`src/rtl/vec_loader.sv`:
```
`default_nettype none
// ============================================================================
// Module      : vec_loader
// Description : Ping-pong operand packer feeding the vecmul dot-product stage.
//               Serial (a, b) pairs arrive over a valid/ready handshake and
//               are packed lane by lane into one of two buffers.  A full
//               buffer is copied to in1/in2 with a one-cycle en strobe.  The
//               next issue waits for done or for a drain timeout.
// Revision    : 1.0 - initial release
// ----------------------------------------------------------------------------
// Parameters
//   VSIZE        elements per vector (must match vecmul), >= 1
//   DRAIN_CYCLES max WAIT cycles before an issue is released without done, >= 1
// Ports
//   clk          clock
//   rst_n        asynchronous active-low reset
//   s_valid      upstream pair valid
//   s_ready      loader can take a pair this cycle
//   s_a, s_b     vector 1 / vector 2 element bits (copied untouched)
//   s_last       last pair of the current vector; remaining lanes zeroed
//   in1, in2     packed vectors presented to vecmul
//   en           one-cycle issue strobe
//   done         completion pulse from vecmul
//   busy         a buffer is full or an issue is outstanding
//   timeout_cnt  saturating count of issues released by timeout
// ============================================================================
module vec_loader #(
  parameter int VSIZE        = 4,
  parameter int DRAIN_CYCLES = 8
) (
  input  logic                   clk,
  input  logic                   rst_n,
  input  logic                   s_valid,
  output logic                   s_ready,
  input  logic [31:0]            s_a,
  input  logic [31:0]            s_b,
  input  logic                   s_last,
  output logic [VSIZE-1:0][31:0] in1,
  output logic [VSIZE-1:0][31:0] in2,
  output logic                   en,
  input  logic                   done,
  output logic                   busy,
  output logic [15:0]            timeout_cnt
);

  // --------------------------------------------------------------------------
  // Constants
  // --------------------------------------------------------------------------
  localparam int IDX_W = (VSIZE > 1) ? $clog2(VSIZE) : 1;
  localparam int CNT_W = $clog2(DRAIN_CYCLES + 1);

  localparam logic [IDX_W-1:0] c_idx_last = IDX_W'(VSIZE - 1);
  localparam logic [CNT_W-1:0] c_drain    = CNT_W'(DRAIN_CYCLES);
  localparam logic [CNT_W-1:0] c_cnt_one  = CNT_W'(1);
  localparam logic [15:0]      c_tcnt_max = 16'hFFFF;

  localparam logic [0:0] c_st_idle = 1'b0;
  localparam logic [0:0] c_st_wait = 1'b1;

  // --------------------------------------------------------------------------
  // State
  // --------------------------------------------------------------------------
  logic [1:0][VSIZE-1:0][31:0] r_buf1;      // vector 1 storage, buffer A/B
  logic [1:0][VSIZE-1:0][31:0] r_buf2;      // vector 2 storage, buffer A/B
  logic [1:0]                  r_full;      // per-buffer full flag
  logic                        r_fill_ptr;  // buffer currently being filled
  logic                        r_issue_ptr; // buffer next to be issued
  logic [IDX_W-1:0]            r_idx;       // next lane to write
  logic [0:0]                  r_state;
  logic [CNT_W-1:0]            r_cnt;       // remaining WAIT cycles
  logic [VSIZE-1:0][31:0]      r_in1;
  logic [VSIZE-1:0][31:0]      r_in2;
  logic                        r_en;
  logic [15:0]                 r_tcnt;

  // --------------------------------------------------------------------------
  // Combinational control
  // --------------------------------------------------------------------------
  logic             w_ready;
  logic             w_accept;
  logic             w_close;
  logic             w_issue;
  logic             w_expire;
  logic             w_release;
  logic             w_timeout;
  logic [1:0]       w_full_nxt;
  logic [VSIZE-1:0] w_lane_wr;
  logic [VSIZE-1:0] w_lane_clr;

  // The fill buffer is never the one in flight unless both are full, so its
  // own full flag is the whole backpressure condition.
  assign w_ready  = !r_full[r_fill_ptr];
  assign w_accept = s_valid && w_ready;
  assign w_close  = w_accept && ((r_idx == c_idx_last) || s_last);

  assign w_issue   = (r_state == c_st_idle) && r_full[r_issue_ptr];
  // r_cnt == 1 marks the last WAIT cycle; done in that cycle takes priority
  // so the release is not charged as a timeout.
  assign w_expire  = (r_state == c_st_wait) && (r_cnt == c_cnt_one);
  assign w_release = (r_state == c_st_wait) && (done || (r_cnt == c_cnt_one));
  assign w_timeout = w_expire && !done;

  // Release and close always target different buffers when they coincide,
  // so applying both to one next-state vector keeps both updates.
  always_comb begin
    w_full_nxt = r_full;
    if (w_release) begin
      w_full_nxt[r_issue_ptr] = 1'b0;
    end
    if (w_close) begin
      w_full_nxt[r_fill_ptr] = 1'b1;
    end
  end

  // Lane enables: write the lane at idx; on a close also zero every lane
  // above it so a short vector leaves no stale operands behind.
  always_comb begin
    w_lane_wr  = '0;
    w_lane_clr = '0;
    for (int i = 0; i < VSIZE; i++) begin
      w_lane_wr[i]  = w_accept && (r_idx == IDX_W'(i));
      w_lane_clr[i] = w_close && (IDX_W'(i) > r_idx);
    end
  end

  // --------------------------------------------------------------------------
  // Fill side
  // --------------------------------------------------------------------------
  always_ff @(posedge clk or negedge rst_n) begin
    if (!rst_n) begin
      r_buf1 <= '0;
      r_buf2 <= '0;
    end else begin
      for (int i = 0; i < VSIZE; i++) begin
        if (w_lane_wr[i]) begin
          r_buf1[r_fill_ptr][i] <= s_a;
          r_buf2[r_fill_ptr][i] <= s_b;
        end else if (w_lane_clr[i]) begin
          r_buf1[r_fill_ptr][i] <= '0;
          r_buf2[r_fill_ptr][i] <= '0;
        end
      end
    end
  end

  always_ff @(posedge clk or negedge rst_n) begin
    if (!rst_n) begin
      r_idx      <= '0;
      r_fill_ptr <= 1'b0;
    end else if (w_close) begin
      r_idx      <= '0;
      r_fill_ptr <= !r_fill_ptr;
    end else if (w_accept) begin
      r_idx      <= r_idx + IDX_W'(1);
    end
  end

  always_ff @(posedge clk or negedge rst_n) begin
    if (!rst_n) begin
      r_full <= '0;
    end else begin
      r_full <= w_full_nxt;
    end
  end

  // --------------------------------------------------------------------------
  // Issue FSM
  // --------------------------------------------------------------------------
  always_ff @(posedge clk or negedge rst_n) begin
    if (!rst_n) begin
      r_state     <= c_st_idle;
      r_issue_ptr <= 1'b0;
      r_cnt       <= '0;
      r_en        <= 1'b0;
      r_in1       <= '0;
      r_in2       <= '0;
    end else begin
      r_en <= 1'b0;
      case (r_state)
        c_st_idle: begin
          // A done seen here is stray and has no effect.
          if (w_issue) begin
            r_in1   <= r_buf1[r_issue_ptr];
            r_in2   <= r_buf2[r_issue_ptr];
            r_en    <= 1'b1;
            r_cnt   <= c_drain;
            r_state <= c_st_wait;
          end
        end
        c_st_wait: begin
          if (w_release) begin
            r_issue_ptr <= !r_issue_ptr;
            r_state     <= c_st_idle;
          end else begin
            r_cnt <= r_cnt - c_cnt_one;
          end
        end
        default: begin
          r_state <= c_st_idle;
        end
      endcase
    end
  end

  always_ff @(posedge clk or negedge rst_n) begin
    if (!rst_n) begin
      r_tcnt <= '0;
    end else if (w_timeout && (r_tcnt != c_tcnt_max)) begin
      r_tcnt <= r_tcnt + 16'd1;
    end
  end

  // --------------------------------------------------------------------------
  // Outputs
  // --------------------------------------------------------------------------
  assign s_ready     = w_ready;
  assign in1         = r_in1;
  assign in2         = r_in2;
  assign en          = r_en;
  assign busy        = r_full[0] | r_full[1] | (r_state == c_st_wait);
  assign timeout_cnt = r_tcnt;

endmodule
`default_nettype wire
```
`config.mk`:
```
export PLATFORM = sky130hd
export DESIGN_NAME = vec_loader
export DESIGN_NICKNAME = d
export VERILOG_FILES = /design/src/rtl/vec_loader.sv
export SDC_FILE = /design/constraint.sdc
export NUM_CORES = 1
export LEC_CHECK = 0
export BUFFER_PORTS_ARGS = -buffer_cell sky130_fd_sc_hd__buf_2
export CORE_MARGIN = 8
export CORE_UTILIZATION = 50
export DETAILED_ROUTE_END_ITERATION = 16
export GPL_ROUTABILITY_DRIVEN = 0
export PLACE_DENSITY = 0.7
export SLEW_MARGIN = 5
export SYNTH_ARGS = -nofsm -noshare
export SYNTH_HDL_FRONTEND = slang
export SYNTH_SLANG_ARGS = --single-unit
```
`constraint.sdc`:
```
create_clock -name clk -period 4.35 [get_ports clk]
set_clock_uncertainty 0.1 [all_clocks]
set_input_delay 0.6525 -clock clk [delete_from_list [all_inputs] [get_ports clk]]
set_output_delay 0.6525 -clock clk [all_outputs]
set_load 0.01 [all_outputs]
```
==> qor.yml <==
status:
  outcome: "complete, but fails checks"
  failed_checks: "hold timing"
floorplanning:
  fp.coreArea_um2: 61800
  std_cell_rows: 91
  io_pins: 344
  start_util_pct: 50.6
  dieHeight_um: 266
  die_x_um: 266
  die-area_um2: 70800
global_routing:
  grt_pass1_wl_mm: 131
  grt_start_max_net_pins: 127
  grt_util_all_layers_pct: 23.5
  grt_pass1_vias: 21800
  grt_overflow_total: 0
  grt_antenna_before_repair: 3
sta:
  setup_ws_ns: 1.37
  worstMarginPinSlew_ns: 1.29
  hold_violations: 4
  setup_viol: 0
  max-slew-margin-rel_pct: 14.0
  hold_ws_ns: -0.0161
  fmax_ghz: 0.336
  rsz0062_at_grt: "false"
  tns_ns: 0
  period_needed_ns: 2.98
  report.final.slew_viol_count: 0
  post-route-period-util_pct: 68.4
synth:
  synthArstFlopShare_pct: 100
  synth_xor_area_share_pct: 0.392
  postSynthCellCount: 2445
  syn_area_per_cell_um2: 12.8
  ys_seq_elements: 796
  synth_edf_count: 0
  synth-adder-area-share_pct: 0.320
  seq_area_frac_synth_pct: 63.7
  yosys.area_share.simple_pct: 4.44
  synth_top_family_by_area: "compound AO/OA/AOI/OAI gates"
  ys_types: 36
  syn-num-nets: 2522
  synth_flop_cell: "dfrtp_1"
  synth-warning-count: 0
  synth.area.mux_share_pct: 13.0
  synth_area_um2: 31300
  synth-compound-area-share_pct: 15.1
drt:
  drc: 0
  wl_mm: 83.8
  wl_per_cell_um: 23.5
  vias: 20800
  drtAntennaViolNets: 0
  drt-pass1-iter-count: 5
  avgViaCountPerCell: 5.85
  drt_first_iter_violations: 1799
finish:
  layout.nets: 2736
  layout_common_cells: "dfrtp_1, a22o_1, buf_2"
  final_common_cell: "dfrtp_1"
  fin_cells: 3559
  drive_gt1_share_pct: 23.9
  synthToLayoutAreaGrowth_pct: 16.2
clock_network:
  postCtsSetupBuffers: 0
  cts_hold_repair.buffers: 0
  cts_sinks: 796
  ctsRootBufferMaster: "clkbuf_16"
  htreeDepth: 3
  clk_pin_slew_ns: 0.06
  numCtsBuffers: 83
  clk_latency_ns: 0.62
  cts_resized: 0
  clockBufferDepth: 3
  tritoncts: "yes"
setup_path:
  reg2reg_from: "r_idx[0]$_DFFE_PN0P_"
  rr_worst_depth: 6
  crit_fanout: 35
  required_ns: 4.80
  path_class: "reg -> reg"
  reg2reg_slack_ns: 1.37
  startpoint_type: "flip-flop"
  cp.arrival_ns: 3.42
  end_kind: "flip-flop"
  worst_r2r_endpoint: "r_buf1[88]$_DFFE_PN0P_"
power_and_ir_drop:
  leakage_nw: 18.2
  power_density_nw_per_um2: 760
  ir_drop_mv: 0.409
placement:
  port_buffers: 343
  place_inst: 3411
  dp_hpwl_mm: 52.5
  place_ws_ns: 1.15
run:
  max_cap_viol_count: 0
min_path:
  hold_path_class: "in -> async"
[stage by stage]
step	hold slack [ns]	power [W]	cell area, µm²	util [%]
2_1_floorplan	0.257	0.0173	31300	-
3_3_place_gp	0.360	0.0203	33600	54.4
3_5_place_dp	0.365	0.0207	33600	54.4
4_1_cts	0.0671	0.0278	36300	58.8
5_1_grt	0.104	0.0292	36300	58.8
6_report	-0.0161	0.0276	36300	58.8
[cells by family (layout without fill, tap and decap cells)]
group	after synthesis	count (layout)
AOI/OAI and AO/OA	654	654
DFF	796	796
adders and majority gates	8	8
buffers and inverters	251	527
and+or+nand+nor	332	332
xor gates and xnor gates	14	14
other	0	1
muxes	390	390
[how the worst max path moves through the flow]
stage	start	endpoint	slack, ns	cells past startpoint
detailed placement	s_valid	r_buf2[9]$_DFFE_PN0P_	1.15	4
CTS	r_idx[0]$_DFFE_PN0P_	r_buf1[88]$_DFFE_PN0P_	1.39	6
finish	r_idx[0]$_DFFE_PN0P_	r_buf1[88]$_DFFE_PN0P_	1.37	6
floorplan	r_cnt[1]$_DFFE_PN0P_	timeout_cnt[15]$_DFFE_PN0P_	1.94	7
global placement	s_valid	r_buf2[4]$_DFFE_PN0P_	1.26	4
global route	r_idx[0]$_DFFE_PN0P_	r_buf1[88]$_DFFE_PN0P_	1.20	6
[registers in the layout (all words and copies together) (netlist names), 2 cells and up]
name	count
r_full	2
timeout_cnt	16
in1	128
r_cnt	4
r_buf1	256
in2	128
r_buf2	256
r_idx	2
[power breakdown]
group	switching, W	internal [W]
clock network	0.00289	0.00413
logic	0.00479	0.00376
registers	0.00180	0.0102
total	0.00948	0.0181
[cell usage after synthesis (8+ instances only)]
library cell,number,area [µm²]
nor2_1,8,30.0
a22o_1,384,3360
nand3_1,9,45.0
buf_1,85,319
mux2i_1,259,2590
mux2_2,131,1480
dfrtp_1,796,19900
xor2_1,12,105
clkbuf_1,151,567
nand2_1,273,1020
o21ai_0,264,1320
ha_1,8,100
[worst max-delay path, cell delays in order (launching register included)]
cell and delay (ns):
dfrtp_1 0.43, ha_1 0.30, nor2_1 0.30, nor2b_1 0.18, a21oi_4 0.81, buf_4 0.57
a22o_1 0.22
[per-layer routing]
metal	GRT usage [%]	vias to the layer above	share of wire, %
li1	-	9182	-
met1	33.6	10800	45
met2	36.1	687	46
met3	4.18	139	6.1
met4	7.89	2	2.8
met5	0	-	0.012
[cell type report]
class | count | area (µm²)
Sequential cell | 796 | 19900
Clock inverter | 20 | 213
Tap cell | 837 | 1050
Inverter | 7 | 26.3
Fill cell | 4883 | 25500
Multi-Input combinational cell | 1398 | 10500
Timing Repair Buffer | 373 | 2140
Clock buffer | 127 | 2490
Antenna cell | 1 | 2.50
Power figures use the tool's default switching activity.
